File: src/rtl/fir_mc_sequencer.sv
// fir_mc_sequencer: multi-channel FIR job sequencer.
// Walks enabled channel descriptors and issues credit-limited engine commands.
module fir_mc_sequencer #(
  parameter int N_CHAN  = 4,
  parameter int ADDR_W  = 32,
  parameter int ITER_W  = 12,
  parameter int LEN_W   = 6,
  parameter int SHIFT_W = 5,
  parameter int MAX_OUT = 2,
  localparam int CH_W = (N_CHAN > 1) ? $clog2(N_CHAN) : 1
) (
  input  logic                        clk_i,
  input  logic                        rst_i,
  input  logic                        clear_i,
  input  logic                        start_i,
  input  logic [N_CHAN-1:0]           chan_en_i,
  input  logic [N_CHAN*ADDR_W-1:0]    cfg_base_i,
  input  logic [N_CHAN*ITER_W-1:0]    cfg_nb_iter_i,
  input  logic [N_CHAN*ADDR_W-1:0]    cfg_stride_i,
  input  logic [N_CHAN*LEN_W-1:0]     cfg_len_i,
  input  logic [N_CHAN*SHIFT_W-1:0]   cfg_shift_i,
  input  logic [N_CHAN-1:0]           cfg_simplemul_i,
  output logic                        cmd_valid_o,
  input  logic                        cmd_ready_i,
  output logic [ADDR_W-1:0]           cmd_addr_o,
  output logic [LEN_W:0]              cmd_len_o,
  output logic [SHIFT_W-1:0]          cmd_shift_o,
  output logic                        cmd_simplemul_o,
  output logic [CH_W-1:0]             cmd_chan_o,
  output logic                        cmd_last_o,
  input  logic                        eng_done_i,
  output logic                        busy_o,
  output logic                        done_o,
  output logic [N_CHAN-1:0]           evt_o,
  output logic                        err_o
);

  localparam int CUR_W = CH_W + 1;
  localparam int CRD_W = $clog2(MAX_OUT + 1);
  localparam int PTR_W = (MAX_OUT > 1) ? $clog2(MAX_OUT) : 1;
  localparam logic [CRD_W-1:0] CRD_MAX  = CRD_W'(MAX_OUT);
  localparam logic [PTR_W-1:0] PTR_LAST = PTR_W'(MAX_OUT - 1);

  typedef enum logic [2:0] {
    S_IDLE, S_SELECT, S_ISSUE, S_DRAIN, S_DONE
  } state_t;

  state_t state, state_n;

  logic [N_CHAN-1:0]         sh_en;
  logic [N_CHAN-1:0]         sh_sm;
  logic [N_CHAN*ADDR_W-1:0]  sh_base;
  logic [N_CHAN*ADDR_W-1:0]  sh_stride;
  logic [N_CHAN*ITER_W-1:0]  sh_nb;
  logic [N_CHAN*LEN_W-1:0]   sh_len;
  logic [N_CHAN*SHIFT_W-1:0] sh_shift;

  logic [ADDR_W-1:0]  base_a   [N_CHAN];
  logic [ADDR_W-1:0]  stride_a [N_CHAN];
  logic [ITER_W-1:0]  nb_a     [N_CHAN];
  logic [LEN_W-1:0]   len_a    [N_CHAN];
  logic [SHIFT_W-1:0] shift_a  [N_CHAN];

  logic [CUR_W-1:0]  cur;
  logic [CH_W-1:0]   cur_idx;
  logic [ADDR_W-1:0] acc;
  logic [ITER_W-1:0] it;

  logic [CRD_W-1:0] credits;
  logic [PTR_W-1:0] wr_ptr;
  logic [PTR_W-1:0] rd_ptr;
  logic [CH_W-1:0]  f_chan [MAX_OUT];
  logic             f_last [MAX_OUT];

  logic             in_issue;
  logic             accept;
  logic             is_last;
  logic             fifo_empty;
  logic             done_ok;
  logic             bypass;
  logic             push;
  logic             pop;
  logic             bad_done;
  logic [CH_W-1:0]  head_chan;
  logic             head_last;
  logic             sel_found;
  logic [CUR_W-1:0] sel_idx;

  for (genvar g = 0; g < N_CHAN; g++) begin : g_view
    assign base_a[g]   = sh_base[g*ADDR_W +: ADDR_W];
    assign stride_a[g] = sh_stride[g*ADDR_W +: ADDR_W];
    assign nb_a[g]     = sh_nb[g*ITER_W +: ITER_W];
    assign len_a[g]    = sh_len[g*LEN_W +: LEN_W];
    assign shift_a[g]  = sh_shift[g*SHIFT_W +: SHIFT_W];
  end

  assign cur_idx    = cur[CH_W-1:0];
  assign in_issue   = (state == S_ISSUE);
  assign accept     = cmd_valid_o && cmd_ready_i;
  assign is_last    = (it == nb_a[cur_idx]);
  assign fifo_empty = (credits == '0);
  // A completion with nothing queued is only legal for the command
  // being accepted in the same cycle; it then bypasses the FIFO.
  assign done_ok    = eng_done_i && (!fifo_empty || accept);
  assign bypass     = fifo_empty && accept && eng_done_i;
  assign push       = accept && !bypass;
  assign pop        = eng_done_i && !fifo_empty;
  assign bad_done   = eng_done_i && fifo_empty && !accept;
  assign head_chan  = fifo_empty ? cur_idx : f_chan[rd_ptr];
  assign head_last  = fifo_empty ? is_last : f_last[rd_ptr];

  // Lowest enabled channel at or above the current index.
  always_comb begin
    sel_found = 1'b0;
    sel_idx   = '0;
    for (int i = N_CHAN - 1; i >= 0; i--) begin
      if (sh_en[i] && (CUR_W'(i) >= cur)) begin
        sel_found = 1'b1;
        sel_idx   = CUR_W'(i);
      end
    end
  end

  // FSM state register.
  always_ff @(posedge clk_i or posedge rst_i) begin
    if (rst_i) begin
      state <= S_IDLE;
    end else if (clear_i) begin
      state <= S_IDLE;
    end else begin
      state <= state_n;
    end
  end

  // FSM next-state logic.
  always_comb begin
    state_n = state;
    unique case (state)
      S_IDLE:   if (start_i) state_n = S_SELECT;
      S_SELECT: state_n = sel_found ? S_ISSUE : S_DRAIN;
      S_ISSUE:  if (accept && is_last) state_n = S_SELECT;
      S_DRAIN:  if (fifo_empty) state_n = S_DONE;
      S_DONE:   state_n = S_IDLE;
      default:  state_n = S_IDLE;
    endcase
  end

  // FSM outputs; command fields are zero outside ISSUE.
  always_comb begin
    busy_o          = (state != S_IDLE);
    done_o          = (state == S_DONE);
    cmd_valid_o     = in_issue && (credits < CRD_MAX);
    cmd_addr_o      = '0;
    cmd_len_o       = '0;
    cmd_shift_o     = '0;
    cmd_simplemul_o = 1'b0;
    cmd_chan_o      = '0;
    cmd_last_o      = 1'b0;
    if (in_issue) begin
      cmd_addr_o      = acc;
      cmd_len_o       = (LEN_W+1)'(len_a[cur_idx]) + (LEN_W+1)'(1);
      cmd_shift_o     = shift_a[cur_idx];
      cmd_simplemul_o = sh_sm[cur_idx];
      cmd_chan_o      = cur_idx;
      cmd_last_o      = is_last;
    end
    evt_o = '0;
    if (done_ok && head_last) evt_o[head_chan] = 1'b1;
  end

  // Descriptor shadow and address/iteration counters.
  always_ff @(posedge clk_i or posedge rst_i) begin
    if (rst_i) begin
      sh_en     <= '0;
      sh_sm     <= '0;
      sh_base   <= '0;
      sh_stride <= '0;
      sh_nb     <= '0;
      sh_len    <= '0;
      sh_shift  <= '0;
      cur       <= '0;
      acc       <= '0;
      it        <= '0;
    end else if (clear_i) begin
      sh_en     <= '0;
      sh_sm     <= '0;
      sh_base   <= '0;
      sh_stride <= '0;
      sh_nb     <= '0;
      sh_len    <= '0;
      sh_shift  <= '0;
      cur       <= '0;
      acc       <= '0;
      it        <= '0;
    end else begin
      if ((state == S_IDLE) && start_i) begin
        sh_en     <= chan_en_i;
        sh_sm     <= cfg_simplemul_i;
        sh_base   <= cfg_base_i;
        sh_stride <= cfg_stride_i;
        sh_nb     <= cfg_nb_iter_i;
        sh_len    <= cfg_len_i;
        sh_shift  <= cfg_shift_i;
        cur       <= '0;
      end
      if ((state == S_SELECT) && sel_found) begin
        cur <= sel_idx;
        acc <= base_a[sel_idx[CH_W-1:0]];
        it  <= '0;
      end
      if (accept) begin
        acc <= acc + stride_a[cur_idx];
        it  <= it + ITER_W'(1);
        if (is_last) cur <= cur + CUR_W'(1);
      end
    end
  end

  // Credit counter, FIFO pointers and sticky error.
  always_ff @(posedge clk_i or posedge rst_i) begin
    if (rst_i) begin
      credits <= '0;
      wr_ptr  <= '0;
      rd_ptr  <= '0;
      err_o   <= 1'b0;
    end else if (clear_i) begin
      credits <= '0;
      wr_ptr  <= '0;
      rd_ptr  <= '0;
      err_o   <= 1'b0;
    end else begin
      unique case ({accept, done_ok})
        2'b10:   credits <= credits + CRD_W'(1);
        2'b01:   credits <= credits - CRD_W'(1);
        default: credits <= credits;
      endcase
      if (push) wr_ptr <= (wr_ptr == PTR_LAST) ? '0 : wr_ptr + PTR_W'(1);
      if (pop)  rd_ptr <= (rd_ptr == PTR_LAST) ? '0 : rd_ptr + PTR_W'(1);
      err_o <= (err_o && !start_i) || bad_done;
    end
  end

  // Tracking FIFO storage of {chan, last} per accepted command.
  always_ff @(posedge clk_i) begin
    if (push) begin
      f_chan[wr_ptr] <= cur_idx;
      f_last[wr_ptr] <= is_last;
    end
  end

endmodule

File: config.mk
export PLATFORM = sky130hd
export DESIGN_NAME = fir_mc_sequencer
export DESIGN_NICKNAME = d
export VERILOG_FILES = /design/src/rtl/fir_mc_sequencer.sv
export SDC_FILE = /design/constraint.sdc
export NUM_CORES = 1
export LEC_CHECK = 0
export CAP_MARGIN = 20
export CORE_MARGIN = 4
export CORE_UTILIZATION = 53
export CTS_CLUSTER_SIZE = 8
export DETAILED_ROUTE_END_ITERATION = 8
export GPL_TIMING_DRIVEN = 0
export PLACE_DENSITY = 0.82
export SETUP_SLACK_MARGIN = 0.15
export SKIP_CTS_REPAIR_TIMING = 1
export SYNTH_ARGS = -nofsm -noshare
export SYNTH_HDL_FRONTEND = slang
export SYNTH_SLANG_ARGS = --single-unit
File: constraint.sdc
create_clock -name clk_i -period 16.4 [get_ports clk_i]
set_clock_uncertainty 0.15 [all_clocks]
set_input_delay 1.64 -clock clk_i [delete_from_list [all_inputs] [get_ports clk_i]]
set_output_delay 1.64 -clock clk_i [all_outputs]
set_load 0.01 [all_outputs]
==> results of run 1 <==
## sequential cells by signal, indices dropped and copies added (netlist names), 2 cells and up
signal,flops
acc,32
credits,2
cur,3
f_chan,4
f_last,2
it,12
sh_base,128
sh_en,4
sh_len,24
sh_nb,48
sh_shift,20
sh_sm,4
sh_stride,128
state,3
## cell usage in the layout, fill, tap and decap left out, drive strengths merged, types with 17 or more instances in the layout
cell type and instances:
dfrtp 411, nor2 63, xnor2 26, buf 34, mux4 75, nand2 804, ha 36, a21oi 399
and2 40, clkdlybuf4s50 415, nand3 19, and3 17, clkbuf 207, o21ai 49
## per-layer routing
layer  vias up  part of all wire  track usage
met5         -                 0            0
li1       8980                 -            -
met1      9861              0.37        0.438
met4         0             0.062        0.194
met3       269             0.094       0.0841
met2      1171              0.47        0.565
## area by class of cell
type | instances | area (um^2)
clock buffers | 62 | 1470
clock inverters | 4 | 42.5
plain buffers | 176 | 728
repair buffers | 418 | 4240
well taps | 525 | 657
inverters | 13 | 56.3
multi-input cells | 1741 | 10000
flip-flops and latches | 417 | 10500
fillers | 3032 | 12000
diodes | 1 | 2.50
## critical path, stage by stage (launching register included)
cell and delay, ps:
dfrtp_1 410, buf_2 280, buf_2 330, buf_1 710, clkbuf_1 640, buf_2 400, inv_1 130, nor2_1 120
clkdlybuf4s50_1 590
## final timing paths
check	start	end	slack (ps)	cells after the start
setup / recovery	cur[1]	cmd_chan_o[1]	10370	8
hold / removal	sh_stride[102]	sh_stride[102]	370	2
setup reg to reg	cur[1]	acc[29]	10480	16
hold reg to reg	sh_stride[102]	sh_stride[102]	370	2
max in group asynchronous	rst_i	sh_stride[26]	13310	4
min in group asynchronous	rst_i	sh_base[5]	1240	2
## kinds of logic (layout without fill, tap and decap cells)
family	Yosys count	in the layout	synth area share
and+or+nand+nor	1007	1007	0.195
AOI/OAI and AO/OA	575	575	0.154
DFF	417	417	0.492
buffers and inverters	189	673	0.0365
muxes	80	80	0.0828
xor gates and xnor gates	42	42	0.0176
adders and majority gates	37	37	0.0221
other	0	1	0
## power by group
group          switching (mW)  internal, mW  leakage [nW]
combinational           0.500         0.308          5.25
clock                   0.443         0.621         0.740
sequential             0.0774          1.15          5.63
==> flow_summary.json, run 1 <==
{
  "status": "finished, final reports clean",
  "final.setup.tns_ps": 0,
  "power_mw": 3.10,
  "fmax_mhz": 166,
  "syn_nets": 2746,
  "postSynth.asyncResetShare": 0.986,
  "ir_drop_mv": 0.0921,
  "core_um2": 39700,
  "avgSynthCellArea_um2": 9.07,
  "dp.cells": 3290,
  "route.detailed.drc": 0,
  "drt_iter0_markers": 1954,
  "grt_pass1_vias": 21218,
  "overflow": 0,
  "whs_ps": 368,
  "yosysMostFrequentCell": "nand2_1",
  "antenna_found_initial": 0,
  "root_buffer": "clkbuf_16",
  "numCtsBuffers": 58,
  "htree_levels": 2,
  "rows": 73,
  "clk_latency_ps": 620,
  "synth_area_leader_cell": "dfrtp_1",
  "area_delta_synth_final_pct": 30.1,
  "maxCapViolCount": 0,
  "final_area_um2": 27700,
  "cts_max_path_buffers": 3,
  "cts_num_sinks": 417,
  "synthCells": 2347,
  "drt_pass1_iterations": 6,
  "tightestPinTransition_ps": 1040,
  "hold_class": "reg2reg",
  "synth_top_area_frac": 0.483,
  "clk_pin_slew_ps": 50,
  "endpoint_kind": "output pin",
  "hold_viol": 0,
  "fin_cells": 3357,
  "vias_per_cell": 6.04,
  "grt_pass1_wl_um": 118000,
  "wl_um": 77600,
  "gr-usage-all-layers": 0.350,
  "critPathMaxFanout": 10,
  "setup_viol": 0,
  "finalWorstSetupSlack_ps": 10370,
  "drtAntennaViolNets": 0,
  "io_buffers": 415,
  "synth_area_um2": 21300,
  "die_w_um": 208,
  "drive_above_1_share": 0.0611,
  "hpwl_um": 58200,
  "utilization": 0.697,
  "fin_crit_ps": 6030,
  "worstSetupStartpointType": "flip-flop",
  "grt_max_degree": 136,
  "synthFlopType": "dfrtp_1",
  "die_y_um": 208,
  "p_leak_nw": 11.6,
  "crit_required_ps": 14610,
  "crit_arrival_ps": 4240,
  "period_share": 0.367,
  "synth.distinct_cells": 72,
  "yosys_register_bits": 417,
  "yosysWarnings": 0,
  "synth_commonest_cells": "nand2_1 (804), dfrtp_1 (411), a21oi_1 (397)",
  "slew_violations": 0,
  "synth_area_leaders": "dfrtp_1 (48%), nand2_1 (14%), a21oi_1 (9.3%), mux4_2 (7.3%), clkbuf_1 (2.6%)",
  "vias": 20281,
  "wire_per_inst_um": 23.1,
  "critPathKind": "reg2out",
  "grt_setup_unrepaired": "false",
  "power.density_nw_per_um2": 112,
  "die_area_um2": 43400,
  "synth-edff-count": 6,
  "tritoncts": "built",
  "place_congestion": 0.934,
  "start_util": 0.536,
  "max_slew_margin": 0.309,
  "seq_area_frac_synth": 0.492,
  "dpl_cell_area_um2": 26200,
  "nets": 3224,
  "pre_cts_ws_ps": 10600,
  "ios": 418
}
No activity file was read; power rests on OpenSTA's default activity.
==> inputs of run 2 (changes only) <==
==> constraint.sdc (replaced) <==
create_clock -name clk_i -period 5.8 [get_ports clk_i]
set_clock_uncertainty 0.15 [all_clocks]
set_input_delay 0.58 -clock clk_i [delete_from_list [all_inputs] [get_ports clk_i]]
set_output_delay 0.58 -clock clk_i [all_outputs]
set_load 0.01 [all_outputs]
==> run 2 against run 1 <==
Net effect: core utilization rose by 0.28 points; die area did not move; global-route usage is 0.12 points lower.
==> flow_summary.json, run 2 (same netlist as run 1, synthesis figures left out) <==
{
  "clk_latency_ps": 620,
  "ir_drop_mv": 0.279,
  "p_leak_nw": 11.7,
  "grt_setup_unrepaired": "false",
  "crit_arrival_ps": 5730,
  "cts_max_path_buffers": 3,
  "crit_required_ps": 6110,
  "critPathMaxFanout": 19,
  "ff2ff_path_depth": 15,
  "overflow": 0,
  "die_y_um": 208,
  "drtAntennaViolNets": 0,
  "dpl_cell_area_um2": 26300,
  "critical-path-top-delay-family": "buffers and inverters",
  "min_to": "rd_ptr",
  "vias_per_cell": 6.07,
  "wire_per_inst_um": 23.1,
  "route.detailed.drc": 0,
  "fmax_mhz": 184,
  "drive_above_1_share": 0.0634,
  "vias": 20428,
  "endpoint_kind": "flip-flop",
  "utilization": 0.700,
  "gr-usage-all-layers": 0.349,
  "reg2reg_slack_ps": 380,
  "whs_path_depth": 4,
  "drt_iter0_markers": 2094,
  "hpwl_um": 59000,
  "ios": 418,
  "critPathKind": "reg2reg",
  "root_buffer": "clkbuf_16",
  "cts_num_sinks": 417,
  "antenna_found_initial": 0,
  "setup_viol": 0,
  "fin_crit_ps": 5420,
  "io_buffers": 415,
  "tightestPinTransition_ps": 1110,
  "worstSetupStartpointType": "flip-flop",
  "crit_chain": "buf_2 > buf_2 > clkbuf_1 > buf_2 > inv_1 > ha_1 > o21bai_1 > a21oi_2 > nor3b_4 > nor2_1 > buf_4 > a221oi_1 > nand2_1 > o211ai_1 > o22ai_1",
  "drt_pass1_iterations": 6,
  "cp_common_cell": "buf_2",
  "place_congestion": 0.938,
  "hold_class": "in2reg",
  "hold_start": "eng_done_i",
  "area_delta_synth_final_pct": 30.6,
  "htree_levels": 2,
  "wl_um": 77600,
  "r2r_start": "cur[1]",
  "final_cell_mix": "nand2_1 (804), clkdlybuf4s50_1 (415), dfrtp_1 (411)",
  "nets": 3230,
  "period_share": 0.935,
  "pre_cts_ws_ps": 67.3,
  "tritoncts": "built",
  "die_area_um2": 43400,
  "hold_viol": 0,
  "antennaDiodeCount": 0,
  "core_um2": 39700,
  "grt_pass1_wl_um": 118000,
  "crit_slowest_cell": "nor3b_4",
  "cpPeakStageDelay_ps": 650,
  "maxCapViolCount": 0,
  "final_area_um2": 27800,
  "die_w_um": 208,
  "status": "finished, final reports clean",
  "numCtsBuffers": 58,
  "r2r-end": "acc[29]",
  "clk_pin_slew_ps": 50,
  "reg.largest.list": "sh_base: 128 flops, sh_stride: 128 flops, sh_nb: 48 flops",
  "grt_pass1_vias": 20938,
  "final_common_cell": "nand2_1",
  "max_slew_margin": 0.258,
  "power.density_nw_per_um2": 315,
  "start_util": 0.536,
  "slew_violations": 0,
  "grt_max_degree": 46,
  "finalWorstSetupSlack_ps": 379,
  "rows": 73,
  "cp.buffers_inverters": 6
}
## run 2: changes by cell type in the layout (fill, tap and decap cells not counted), sizes merged
cell      previous run  this run
buf                 34        40
clkinvlp             0         2
clkbuf             207       208
clkinv               2         1
diode                1         0
inv                 15        14
## run 2: layer usage
metal  GRT usage  part of all wire
met1       0.448              0.38
met5           0                 0
met4       0.175             0.056
met3      0.0828             0.093
met2       0.560              0.47
## run 2: cell type report
class / count / area (um^2)
fillers: 3040 / 11900
multi-input cells: 1741 / 10000
clock buffers: 63 / 1470
inverters: 13 / 52.6
clock inverters: 4 / 41.3
well taps: 525 / 657
plain buffers: 175 / 724
flip-flops and latches: 417 / 10500
repair buffers: 425 / 4350
## run 2: worst register-to-register path, stage by stage, from the launching register on
cell and delay, ps:
dfrtp_1 420, buf_2 280, buf_2 560, clkbuf_1 650
buf_2 400, inv_1 120, ha_1 190, o21bai_1 210
a21oi_2 190, nor3b_4 650, nor2_1 240, buf_4 280
a221oi_1 500, nand2_1 200, o211ai_1 130, o22ai_1 100
## run 2: worst max path at each step
stage | startpoint | to | slack, ps | cells after the start
3_5_place_dp | cur[1] | acc[29] | 70 | 16
3_3_place_gp | rst_i | sh_stride[81] | -3000 | 2
6_report | cur[1] | acc[29] | 380 | 15
4_1_cts | cur[1] | acc[29] | 40 | 16
5_1_grt | cur[1] | acc[29] | 290 | 15
2_1_floorplan | rst_i | acc[0] | -470 | 1
## run 2: through the flow
stage	hold slack [ps]	power, mW	TNS, ps	cells
after floorplan	320	4.78	-193020	2347
after global placement	355	5.65	-1209640	3287
after detailed placement	362	5.73	0	3297
after CTS	288	8.71	0	3364
after global routing	345	9.10	0	3363
final	308	8.76	0	3363
## run 2: report_power, final
part | internal, mW | total [mW] | switching [mW]
Clock | 1.76 | 3.01 | 1.25
Sequential | 3.24 | 3.46 | 0.215
Combinational | 0.879 | 2.30 | 1.42
